$ cat src/rtl/spi_flash_xip_reader.sv
// Wishbone classic read-only slave that turns each 32-bit read into an SPI
// READ (0x03) transaction against an EPCS-compatible flash (SPI mode 0).
module spi_flash_xip_reader #(
    parameter int unsigned ADDR_WIDTH     = 24,
    parameter int unsigned CLK_DIV        = 1,
    parameter int unsigned CS_HIGH_CYCLES = 4
) (
    input  logic                  clock,
    input  logic                  reset,
    input  logic [ADDR_WIDTH-1:0] wb_adr_i,
    output logic [31:0]           wb_dat_o,
    input  logic                  wb_cyc_i,
    input  logic                  wb_stb_i,
    input  logic                  wb_we_i,
    input  logic [3:0]            wb_sel_i,
    output logic                  wb_ack_o,
    output logic                  wb_err_o,
    output logic                  spi_sck_o,
    output logic                  spi_cs_n_o,
    output logic                  spi_mosi_o,
    input  logic                  spi_miso_i
);

    localparam int unsigned DIV_W = (CLK_DIV > 1) ? $clog2(CLK_DIV) : 1;
    localparam int unsigned CSH_W = (CS_HIGH_CYCLES > 1) ? $clog2(CS_HIGH_CYCLES) : 1;
    localparam int unsigned BIT_W = 7;

    localparam logic [BIT_W-1:0] LAST_BIT = BIT_W'(64);
    localparam logic [BIT_W-1:0] DATA_BIT = BIT_W'(32);
    localparam logic [DIV_W-1:0] DIV_TC   = DIV_W'(CLK_DIV - 1);
    localparam logic [CSH_W-1:0] CSH_TC   = CSH_W'(CS_HIGH_CYCLES - 1);
    localparam logic [7:0]       CMD_READ = 8'h03;

    typedef enum logic [1:0] {
        IDLE  = 2'd0,
        SHIFT = 2'd1,
        DONE  = 2'd2,
        DESEL = 2'd3
    } state_t;

    state_t state_q, state_d;

    logic [DIV_W-1:0] div_q, div_d;
    logic [BIT_W-1:0] bit_q, bit_d;
    logic [CSH_W-1:0] csh_q, csh_d;
    logic [31:0]      tx_q, tx_d;
    logic [31:0]      rx_q, rx_d;
    logic [31:0]      dat_q, dat_d;
    logic             sck_q, sck_d;
    logic             cs_n_q, cs_n_d;
    logic             mosi_q, mosi_d;
    logic             ack_q, ack_d;
    logic             err_q, err_d;

    logic        req_c;
    logic        rd_req_c;
    logic        wr_req_c;
    logic        tick_c;
    logic        last_bit_c;
    logic [23:0] flash_adr_c;
    logic        sel_unused_c;

    assign req_c       = wb_cyc_i & wb_stb_i;
    assign rd_req_c    = req_c & ~wb_we_i;
    assign wr_req_c    = req_c & wb_we_i;
    assign last_bit_c  = (bit_q == LAST_BIT);
    assign tick_c      = (div_q == DIV_TC) & ~last_bit_c;
    assign flash_adr_c = 24'(wb_adr_i) & 24'hFFFFFC;
    assign sel_unused_c = ^wb_sel_i;

    // State register
    always_ff @(posedge clock or posedge reset) begin
        if (reset) begin
            state_q <= IDLE;
        end else begin
            state_q <= state_d;
        end
    end

    // Next-state logic
    always_comb begin
        state_d = state_q;
        case (state_q)
            IDLE: begin
                if (rd_req_c) state_d = SHIFT;
            end
            SHIFT: begin
                if (!req_c)          state_d = DESEL;
                else if (last_bit_c) state_d = DONE;
            end
            DONE: begin
                state_d = DESEL;
            end
            DESEL: begin
                if (csh_q == CSH_TC) state_d = IDLE;
            end
            default: state_d = IDLE;
        endcase
    end

    // Datapath and output next values
    always_comb begin
        div_d  = div_q;
        bit_d  = bit_q;
        csh_d  = csh_q;
        tx_d   = tx_q;
        rx_d   = rx_q;
        dat_d  = dat_q;
        sck_d  = sck_q;
        cs_n_d = cs_n_q;
        mosi_d = mosi_q;
        ack_d  = 1'b0;
        err_d  = 1'b0;
        case (state_q)
            IDLE: begin
                cs_n_d = 1'b1;
                sck_d  = 1'b0;
                mosi_d = 1'b0;
                csh_d  = '0;
                if (rd_req_c) begin
                    tx_d   = {CMD_READ, flash_adr_c};
                    bit_d  = '0;
                    div_d  = '0;
                    cs_n_d = 1'b0;
                    mosi_d = tx_d[31];
                end else if (wr_req_c) begin
                    // Guard keeps the error a single pulse if the master is slow to drop stb
                    err_d = ~err_q;
                end
            end
            SHIFT: begin
                if (!req_c) begin
                    cs_n_d = 1'b1;
                    sck_d  = 1'b0;
                    mosi_d = 1'b0;
                    csh_d  = '0;
                end else if (tick_c) begin
                    div_d = '0;
                    sck_d = ~sck_q;
                    if (!sck_q) begin
                        if (bit_q >= DATA_BIT) rx_d = {rx_q[30:0], spi_miso_i};
                    end else begin
                        // Falling edge: advance so the next bit is stable before the rise
                        bit_d  = bit_q + BIT_W'(1);
                        tx_d   = {tx_q[30:0], 1'b0};
                        mosi_d = tx_q[30];
                    end
                end else if (!last_bit_c) begin
                    div_d = div_q + DIV_W'(1);
                end
            end
            DONE: begin
                cs_n_d = 1'b1;
                sck_d  = 1'b0;
                mosi_d = 1'b0;
                ack_d  = 1'b1;
                csh_d  = '0;
                // First byte received (lowest address) lands in the low byte
                dat_d  = {rx_q[7:0], rx_q[15:8], rx_q[23:16], rx_q[31:24]};
            end
            DESEL: begin
                cs_n_d = 1'b1;
                csh_d  = csh_q + CSH_W'(1);
            end
            default: begin
                cs_n_d = 1'b1;
            end
        endcase
    end

    // Datapath and output registers
    always_ff @(posedge clock or posedge reset) begin
        if (reset) begin
            div_q  <= '0;
            bit_q  <= '0;
            csh_q  <= '0;
            tx_q   <= '0;
            rx_q   <= '0;
            dat_q  <= '0;
            sck_q  <= 1'b0;
            cs_n_q <= 1'b1;
            mosi_q <= 1'b0;
            ack_q  <= 1'b0;
            err_q  <= 1'b0;
        end else begin
            div_q  <= div_d;
            bit_q  <= bit_d;
            csh_q  <= csh_d;
            tx_q   <= tx_d;
            rx_q   <= rx_d;
            dat_q  <= dat_d;
            sck_q  <= sck_d;
            cs_n_q <= cs_n_d;
            mosi_q <= mosi_d;
            ack_q  <= ack_d;
            err_q  <= err_d;
        end
    end

    assign wb_dat_o   = dat_q;
    assign wb_ack_o   = ack_q;
    assign wb_err_o   = err_q;
    assign spi_sck_o  = sck_q;
    assign spi_cs_n_o = cs_n_q;
    assign spi_mosi_o = mosi_q;

endmodule
$ cat config.mk
export PLATFORM = sky130hd
export DESIGN_NAME = spi_flash_xip_reader
export DESIGN_NICKNAME = d
export VERILOG_FILES = /design/src/rtl/spi_flash_xip_reader.sv
export SDC_FILE = /design/constraint.sdc
export NUM_CORES = 1
export LEC_CHECK = 0
export BUFFER_PORTS_ARGS = -buffer_cell sky130_fd_sc_hd__buf_2
export CAP_MARGIN = 20
export CORE_MARGIN = 10
export CORE_UTILIZATION = 40
export CTS_CLUSTER_DIAMETER = 30
export DETAILED_ROUTE_END_ITERATION = 8
export PLACE_DENSITY_LB_ADDON = 0.12
export SLEW_MARGIN = 20
export SYNTH_ARGS = -nofsm -noshare
export SYNTH_HDL_FRONTEND = slang
export SYNTH_SLANG_ARGS = --single-unit
$ cat constraint.sdc
create_clock -name clock -period 5.65 [get_ports clock]
set_clock_uncertainty 0.1 [all_clocks]
set_input_delay 0.565 -clock clock [delete_from_list [all_inputs] [get_ports clock]]
set_output_delay 0.565 -clock clock [all_outputs]
set_load 0.005 [all_outputs]
==> flow_metrics.py <==
metrics = {
    "status": {
        "status": "finished, final reports clean",
    },
    "clock_tree": {
        "cts_buffer_depth": 2,
        "clkSlewWorstSetupHoldPaths_ns": 0.07,
        "numCtsBuffers": 9,
        "cts_setup_buffers": 0,
        "cts.htree.levels": 3,
        "cts_resized": 0,
        "cts_tree": "yes",
        "root_buffer": "clkbuf_16",
        "cts_sinks": 110,
        "clk_latency_ns": 0.34,
        "holdBufCountCts": 0,
    },
    "sta": {
        "drv_slew": 0,
        "worst_slew_pin_slew_ns": 0.903,
        "setup_viol": 0,
        "hold_ws_ns": 0.184,
        "finalCritPeriodShare": 0.493,
        "rsz0062_at_grt": "false",
        "hold_viol_final": 0,
        "min_period_ns": 2.78,
        "slew_headroom": 0.398,
        "setup_tns_ns": 0,
        "fmax_mhz": 359,
    },
    "final_layout": {
        "fin_util": 0.475,
        "num-nets-final": 425,
        "nFillCells": 1017,
        "num_antenna_cells": 0,
        "area_delta_synth_final_pct": 14.8,
        "drive_gt1_frac": 0.517,
    },
    "global_routing": {
        "grt_max_degree": 66,
        "overflow": 0,
        "grt_pass1_wl_mm": 14.9,
        "track_usage": 0.110,
        "grt_pass1_vias": 2970,
        "antenna_found_initial": 0,
    },
    "synth": {
        "syn_avg_cell_area_um2": 15.0,
        "synth_cells": 320,
        "synth_edf_count": 0,
        "synth-main-ff-cell": "dfrtp_1",
        "syn-num-nets": 362,
        "syn-cell-area_um2": 4790,
        "ys_seq_area_frac": 0.575,
        "synth_cell_type_count": 39,
        "ys_ff_latch": 110,
        "synthArstFlopShare": 1.00,
        "ys_warn_count": 0,
    },
    "critical_path": {
        "cp_slowest_cell": "dfrtp_1",
        "start_kind": "flop",
        "cp.arrival_ns": 2.91,
        "setup.worst_path.class": "reg2reg",
        "worstPathRequired_ns": 5.78,
        "endpoint_kind": "flop",
        "crit_path_max_incr_delay_ns": 0.43,
        "path_max_fanout": 35,
        "crit_chain": "inv_1 > ha_1 > buf_4 > nand3_1 > nor4_4 > buf_4 > mux2_2",
        "crit_top_cell": "buf_4",
    },
    "drt": {
        "drt_wl_total_mm": 8.82,
        "drt-initial-drc-count": 162,
        "ant_nets": 0,
        "firstDrtPassIters": 4,
        "dr_total_vias": 2698,
        "routedWlPerCell_um": 16.6,
        "detail_route.drc_violations": 0,
        "via_per_inst": 5.09,
    },
    "power": {
        "power_mw": 2.18,
        "p_leak_nw": 2.80,
        "cellPowerDensity_nw_per_um2": 397,
        "peakVddDrop_mv": 0.302,
    },
    "hold_path": {
        "min_path_type": "in2async",
    },
    "die": {
        "dieWidth_um": 129,
        "core_um2": 11600,
        "ios": 71,
        "rows": 39,
        "die_h_um": 129,
        "die_area_um2": 16700,
        "start_util": 0.414,
    },
    "placement": {
        "dp_hpwl_mm": 5.76,
        "numPortBuffers": 64,
        "place.gp.congestion": 0.679,
    },
    "run": {
        "maxCapViolCount": 0,
    },
}
-- layout make-up --
class	instances	area [um2]	share of cell area
inverters	7	28.8	0.00524
clock buffers	10	239	0.0435
clock inverters	5	35.0	0.00638
repair buffers	68	350	0.0638
well taps	143	179	0.0326
multi-input cells	187	1910	0.347
flip-flops and latches	110	2750	0.501
-- where the power goes --
group          switching (mW)  leakage [nW]  total (mW)  internal (mW)
registers              0.0723          1.48       0.973          0.901
clock network           0.280         0.135       0.590          0.310
logic                   0.277          1.19       0.616          0.339
-- sequential cells by signal (all words and copies together) (netlist names) --
register and count:
rx_q 32, wb_dat_o 32, tx_q 29, bit_q 7, csh_q 2, state_q 2
div_q 1, spi_cs_n_o 1, spi_mosi_o 1, spi_sck_o 1, wb_ack_o 1, wb_err_o 1
-- worst paths after layout --
path                                 start            to  slack, ns  depth (start not counted)
worst max-delay path            state_q[1]      rx_q[10]       2.87                          7
worst min-delay path                 reset      tx_q[17]       0.18                          2
worst max register to register  state_q[1]      rx_q[10]       2.87                          7
worst min register to register    wb_err_o      wb_err_o       0.34                          1
max in group asynchronous            reset  wb_dat_o[27]       4.04                          3
min in group clock                wb_stb_i    spi_cs_n_o       0.33                          2
-- layer usage --
layer	vias up	share of wire	track usage
met3	10	0.053	0.0322
li1	1284	-	-
met1	1354	0.47	0.140
met4	0	0.017	0.0562
met2	50	0.46	0.169
met5	-	0	0
-- through the flow --
stage               instances  setup slack [ns]  area, um2
finish                    530              2.87       5500
CTS                       530              2.82       5500
global placement          515              2.86       5220
global route              530              2.67       5500
floorplan                 320              2.08       4790
detailed placement        515              2.83       5220
-- cells in the final DEF, fill, tap and decap left out, drive strengths merged, types with 2 or more instances in the layout --
cell type / instances
a21oi: 4
o211ai: 2
nand3: 3
dfrtp: 109
clkinv: 3
mux2: 110
o22a: 3
and3: 5
a22o: 6
clkbuf: 10
and2: 2
buf: 68
nand2b: 7
nor2: 3
mux2i: 2
nand2: 7
inv: 8
o21ai: 3
nor4: 2
a31oi: 10
ha: 8
-- logic make-up (layout without fill, tap and decap cells) --
family	after synthesis	in the layout	synth area share
muxes	112	112	0.280
DFF	110	110	0.575
AOI/OAI and AO/OA	34	34	0.0536
buffers and inverters	23	90	0.0277
and+or+nand+nor	33	33	0.0421
adders and majority gates	8	8	0.0209
-- Yosys cell counts (2+ instances only) --
cell	number	share of area
dfrtp_1	109	0.57
mux2_2	87	0.20
mux2_4	22	0.069
a31oi_1	10	0.013
clkbuf_1	9	0.0071
ha_1	8	0.021
inv_1	7	0.0055
nand2_1	7	0.0055
nand2b_1	7	0.0091
a22o_1	6	0.011
buf_6	6	0.014
and3_1	5	0.0065
a21oi_1	3	0.0031
nand3_1	3	0.0031
nor2_1	3	0.0024
o22a_1	3	0.0055
mux2i_1	2	0.0042
o21ai_0	2	0.0021
-- worst max-delay path, delay by kind of cell, from the launching register on --
| family | cells | cell delay [ns] |
|---|---|---|
| simple gates | 2 | 0.65 |
| fa+ha+maj | 1 | 0.15 |
| buf+inv | 3 | 0.93 |
| flops | 1 | 0.43 |
| mux | 1 | 0.39 |
(Power assumes the default switching activity.)
